$ cat src/rtl/down_cnt_pkg.sv
// Shared types and helpers for the down-counter monitor.
package down_cnt_pkg;

  typedef enum logic [1:0] {
    IDLE,
    SYNC,
    TRACK,
    ERROR
  } mon_state_t;

  localparam int unsigned CNT_W_DEF  = 3;
  localparam int unsigned WRAP_W_DEF = 8;

  // Next value a healthy down counter should present: prev - 1 modulo 2^width.
  function automatic logic [31:0] cnt_expected(input logic [31:0] prev,
                                               input int unsigned width);
    logic [31:0] mask;
    mask = (width >= 32) ? '1 : ((32'd1 << width) - 32'd1);
    return (prev - 32'd1) & mask;
  endfunction

endpackage

$ cat src/rtl/wrap_sat_counter.sv
// Saturating wrap counter; holds at all-ones once full.
module wrap_sat_counter #(
  parameter int unsigned WRAP_W = 8
) (
  input  logic              clk,
  input  logic              rst,
  input  logic              inc,
  output logic [WRAP_W-1:0] count
);

  logic [WRAP_W-1:0] count_q;
  logic [WRAP_W-1:0] count_d;

  // Increment on request unless already saturated.
  always_comb begin
    count_d = count_q;
    if (inc && (count_q != '1)) begin
      count_d = count_q + WRAP_W'(1);
    end
  end

  // Count register with synchronous active-low reset.
  always_ff @(posedge clk) begin
    if (!rst) begin
      count_q <= '0;
    end else begin
      count_q <= count_d;
    end
  end

  assign count = count_q;

endmodule

$ cat src/rtl/down_count_monitor.sv
// Checker for a free-running down counter: verifies each accepted sample is
// prev-1, pulses on wraps, counts wraps, and latches an error after
// ERR_LIMIT consecutive mismatches.
// Optional: DOWN_MON_STALL_ERR_EN makes a stalled count a mismatch in TRACK.
module down_count_monitor
  import down_cnt_pkg::*;
#(
  parameter int unsigned CNT_W     = CNT_W_DEF,
  parameter int unsigned WRAP_W    = WRAP_W_DEF,
  parameter int unsigned ERR_LIMIT = 2
) (
  input  logic              clk,
  input  logic              rst,
  input  logic [CNT_W-1:0]  cnt_in,
  input  logic              cnt_valid,
  input  logic              clr_err,
  output logic              wrap_pulse,
  output logic [WRAP_W-1:0] wrap_count,
  output logic              zero_flag,
  output logic              locked,
  output logic              seq_err
);

  localparam int unsigned        MISS_W    = 3;
  localparam logic [MISS_W-1:0]  ERR_LIM_V = MISS_W'(ERR_LIMIT);

  mon_state_t        state_q, state_d;
  logic [CNT_W-1:0]  prev_q, prev_d;
  logic [MISS_W-1:0] miss_q, miss_d;
  logic              zero_q, zero_d;
  logic              pulse_q;
  logic              wrap_hit;

  logic [CNT_W-1:0]  exp_val;
  logic [MISS_W-1:0] miss_base;
  logic [MISS_W-1:0] miss_inc;
  logic              is_match;
  logic              stall_ok;

  assign exp_val   = CNT_W'(cnt_expected(32'(prev_q), CNT_W));
  assign is_match  = (cnt_in == exp_val);
  assign miss_base = clr_err ? '0 : miss_q;
  assign miss_inc  = miss_base + MISS_W'(1);

`ifdef DOWN_MON_STALL_ERR_EN
  assign stall_ok = 1'b0;
`else
  assign stall_ok = (cnt_in == prev_q);
`endif

  // Next-state and compare logic for the monitor FSM.
  always_comb begin
    state_d  = state_q;
    prev_d   = prev_q;
    miss_d   = miss_q;
    zero_d   = zero_q;
    wrap_hit = 1'b0;
    unique case (state_q)
      IDLE: begin
        miss_d = miss_base;
        if (cnt_valid) begin
          prev_d  = cnt_in;
          zero_d  = (cnt_in == '0);
          state_d = SYNC;
        end
      end
      SYNC: begin
        miss_d = miss_base;
        if (cnt_valid) begin
          prev_d = cnt_in;
          zero_d = (cnt_in == '0);
          if (is_match) begin
            state_d = TRACK;
          end
        end
      end
      TRACK: begin
        miss_d = miss_base;
        if (cnt_valid) begin
          if (is_match) begin
            miss_d   = '0;
            prev_d   = cnt_in;
            zero_d   = (cnt_in == '0);
            wrap_hit = (prev_q == '0);
          end else if (!stall_ok) begin
            // A clear in the same cycle restarts the run before this miss counts.
            miss_d = miss_inc;
            prev_d = cnt_in;
            zero_d = (cnt_in == '0);
            if (miss_inc >= ERR_LIM_V) begin
              state_d = ERROR;
            end
          end
        end
      end
      ERROR: begin
        if (clr_err) begin
          state_d = IDLE;
          miss_d  = '0;
        end
      end
      default: state_d = IDLE;
    endcase
  end

  // State and output registers; reset overrides any pending wrap pulse.
  always_ff @(posedge clk) begin
    if (!rst) begin
      state_q <= IDLE;
      prev_q  <= '0;
      miss_q  <= '0;
      zero_q  <= 1'b0;
      pulse_q <= 1'b0;
    end else begin
      state_q <= state_d;
      prev_q  <= prev_d;
      miss_q  <= miss_d;
      zero_q  <= zero_d;
      pulse_q <= wrap_hit;
    end
  end

  wrap_sat_counter #(
    .WRAP_W(WRAP_W)
  ) u_wrap_cnt (
    .clk  (clk),
    .rst  (rst),
    .inc  (wrap_hit),
    .count(wrap_count)
  );

  assign wrap_pulse = pulse_q;
  assign zero_flag  = zero_q;
  assign locked     = (state_q == TRACK);
  assign seq_err    = (state_q == ERROR);

endmodule

$ cat config.mk
export PLATFORM = sky130hd
export DESIGN_NAME = down_count_monitor
export DESIGN_NICKNAME = d
export VERILOG_FILES = /design/src/rtl/down_cnt_pkg.sv /design/src/rtl/wrap_sat_counter.sv /design/src/rtl/down_count_monitor.sv
export SDC_FILE = /design/constraint.sdc
export NUM_CORES = 1
export LEC_CHECK = 0
export ABC_CLOCK_PERIOD_IN_PS = 3700
export CORE_ASPECT_RATIO = 1.1
export CORE_MARGIN = 4
export CORE_UTILIZATION = 54
export DETAILED_ROUTE_END_ITERATION = 10
export GPL_ROUTABILITY_DRIVEN = 0
export MAX_ROUTING_LAYER = met4
export PLACE_DENSITY = 0.89
export SLEW_MARGIN = 20
export SYNTH_ARGS = -nofsm -noshare
export SYNTH_HDL_FRONTEND = slang
export SYNTH_SLANG_ARGS = --single-unit
$ cat constraint.sdc
create_clock -name clk -period 3.7 [get_ports clk]
set_clock_uncertainty 0.1 [all_clocks]
set_input_delay 0.74 -clock clk [delete_from_list [all_inputs] [get_ports clk]]
set_output_delay 0.74 -clock clk [all_outputs]
set_load 0.005 [all_outputs]
==> key figures <==
Synth
  • Synth async-reset ratio: 0
  • Total nets after synthesis: 129
  • Seq/Total Area, Yosys: 0.346
  • Flops & latches, synth: 18
  • Synth Flop Type: dfxtp_1
  • Synthesized area per cell: 9.14 um2
  • EDFF count, synth: 0
  • Yosys warns: 0
  • Cell area after synthesis: between 1000 and 1500 um2
  • Synth Instances: 114
  • Synth unique cells: 28

Timing
  • Final Max Slew Viols: 0
  • Slew @ Worst Pin: between 0.4 and 0.5 ns
  • Tcrit/Tclk final: 0.674
  • Slew headroom: 0.681
  • Worst Hold Slack: 0.404 ns
  • Post-route minimum period: 2.50 ns
  • RSZ-0062 raised after global routing: no
  • Fin. Hold Viols: 0
  • Setup_tns: 0 ns
  • # setup viols final: 0
  • Fmax: roughly 400 MHz

Floorplanning
  • Die width: 49.9 um
  • Initial Utilization: 0.578
  • Top Ports: 19
  • Site Rows: 16
  • Die ar.: 2700 um2
  • Core Area: 1800 um2
  • Die span in y: 54.1 um

Detailed routing
  • Via/cell ratio: 5.68
  • Pre-antenna DRT Iters: 4
  • Vias: about 860
  • First DRT Iteration DRCs: 20
  • Post-route DRC: 0
  • Total wire length: about 2.1 mm
  • WL/cell: around 14 um
  • Final ANT Viol Nets: 0

GRT
  • Antenna violations before repair: 0
  • Largest net degree at the start of global routing: 15
  • Met3 global-route usage: 0.0526
  • Overflow after GRT: 0
  • GRT Max-Usage Layer: met2
  • Met2 Use GR: 0.333
  • Met1 Track Usage GR: 0.220
  • Vias in the first global route: 909
  • Total GRT Usage: 0.190
  • First-pass GRT wire length: 3.87 mm

Clocking
  • TritonCTS buffer count: 3
  • Post-CTS setup buffers: 0
  • Hold-fix buffers, CTS: 0
  • Max clock buf depth: 2
  • # H-tree levels: 1
  • Root Buffer: clkbuf_4
  • Clock net sink count: 18
  • Post-CTS sizing: 0
  • Worst skew pair latency: 0.29 ns
  • CTS tree: done
  • Worst-path clk slew: around 0.090 ns

Setup path
  • Crit path kind: flop to primary output
  • Crit Path Max Fanout: 7
  • FF-to-FF End: state_q[0]
  • Worst setup EP type: primary output
  • Worst reg2reg path startpoint: prev_q[0]
  • Flop-to-flop setup slack: 1.28 ns
  • Worst R2R Path Depth: 8
  • CP Data Arrival Time: 1.66 ns
  • Element type at the critical path start: flop
  • Critical Path RT: 2.86 ns

Pwr
  • Combinational share of power: 0.414
  • P_int: 0.000360 W
  • P_sw: 0.000200 W
  • P_leak: approximately 0.53 nW
  • Sequential share of power: 0.421
  • P per Cell Area: 447 nW/um2
  • VDD IR max: 332 uV
  • Sw Ratio: 0.357
  • Clock Power Share: 0.166

Worst hold path
  • Worst Hold End: u_wrap_cnt.count[5]
  • Worst hold path type: flop to flop
  • Hold depth: 2
  • Hold Path Origin: u_wrap_cnt.count[5]

Layout
  • Finished Core Util: 0.695
  • Area Overhead vs Synth: 20.2%
  • Nets@finish: 150
  • Antenna cell count: 0
  • Fillers: 130
  • Commonest non-fill, non-tap cells in the layout: clkdlybuf4s50_1 (18), dfxtp_1 (18), mux2i_1 (12), nand2_1 (11), nor2_1 (11)
  • Share of layout cells above drive strength 1: 0.0376

Placed design
  • Final HPWL DP: 1.69 mm
  • IO Port Bufs: 18

Outcome
  • Outcome: complete, no violations

Run
  • Max-Cap Viols: 0
==> final cells by class <==
| cell class | count | area [um2] | share of cell area |
|---|---|---|---|
| Clock buffer | 3 | 22.5 | 0.0180 |
| Inverter | 9 | 33.8 | 0.0270 |
| Multi-Input combinational cell | 85 | 633 | 0.505 |
| Sequential cell | 18 | 360 | 0.288 |
| Tap cell | 18 | 22.5 | 0.0180 |
| Timing Repair Buffer | 18 | 180 | 0.144 |
==> power groups by stage <==
stage,logic [W],registers [W],clock network (W)
detailed placement,0.000231,0.000240,0
global placement,0.000218,0.000238,0
floorplan,0.000171,0.000235,0
finish,0.000232,0.000236,0.0000928
CTS,0.000232,0.000235,0.0000974
global route,0.000260,0.000240,0.000103
==> how the worst max path moves through the flow <==
| stage | from | end | slack (ns) | cells past startpoint |
|---|---|---|---|---|
| floorplan | prev_q[0] | state_q[0] | 1.58 | 8 |
| CTS | cnt_in[1] | state_q[0] | 1.21 | 6 |
| detailed placement | cnt_in[1] | state_q[0] | 0.89 | 6 |
| global route | state_q[0] | locked | 1.08 | 3 |
| finish | state_q[0] | locked | 1.20 | 3 |
| global placement | cnt_in[1] | u_wrap_cnt.count[7] | 1.00 | 6 |
==> cells in the mapped netlist, drive strengths merged (3+ instances only) <==
cell type   n  area share
nor2       11       0.040
nand2b      5       0.030
inv         8       0.029
nand2      11       0.040
mux2i      12        0.12
nand4       5       0.030
ha          8       0.096
nor3        4       0.019
and4        3       0.025
and3        5       0.030
dfxtp      18        0.35
xnor2       6       0.058
==> flip-flops by register name (all words and copies together), names as in the netlist <==
signal            count
u_wrap_cnt.count      8
miss_q                3
prev_q                3
state_q               2
wrap_pulse            1
zero_flag             1
==> worst max-delay path, stage by stage (launching register included) <==
cell and delay (ns):
dfxtp_1 0.34, inv_1 0.15, ha_1 0.32, clkdlybuf4s50_1 0.55
==> per-stage QoR <==
step / area (um2) / power [W] / setup slack [ns] / instances
after floorplan: 1040 / 0.000406 / 1.58 / 114
after global placement: 1230 / 0.000456 / 1.00 / 148
after detailed placement: 1230 / 0.000471 / 0.890 / 148
after CTS: 1250 / 0.000564 / 1.21 / 151
after global routing: 1250 / 0.000603 / 1.08 / 151
final: 1250 / 0.000560 / 1.20 / 151
==> metal layers <==
metal,vias up,part of all wire
li1,438,-
met1,396,0.44
met2,21,0.50
met3,2,0.043
met4,0,0.011
met5,-,0
==> cells by family (layout without fill, tap and decap cells) <==
logic type,count (synthesis),after routing,synth area share
AOI/OAI and AO/OA,8,8,0.0648
xor gates and xnor gates,8,8,0.0744
adders and majority gates,8,8,0.0960
buffers and inverters,11,30,0.0468
DFF,18,18,0.346
muxes,12,12,0.115
and+or+nand+nor,49,49,0.257
(Power assumes the default switching activity.)
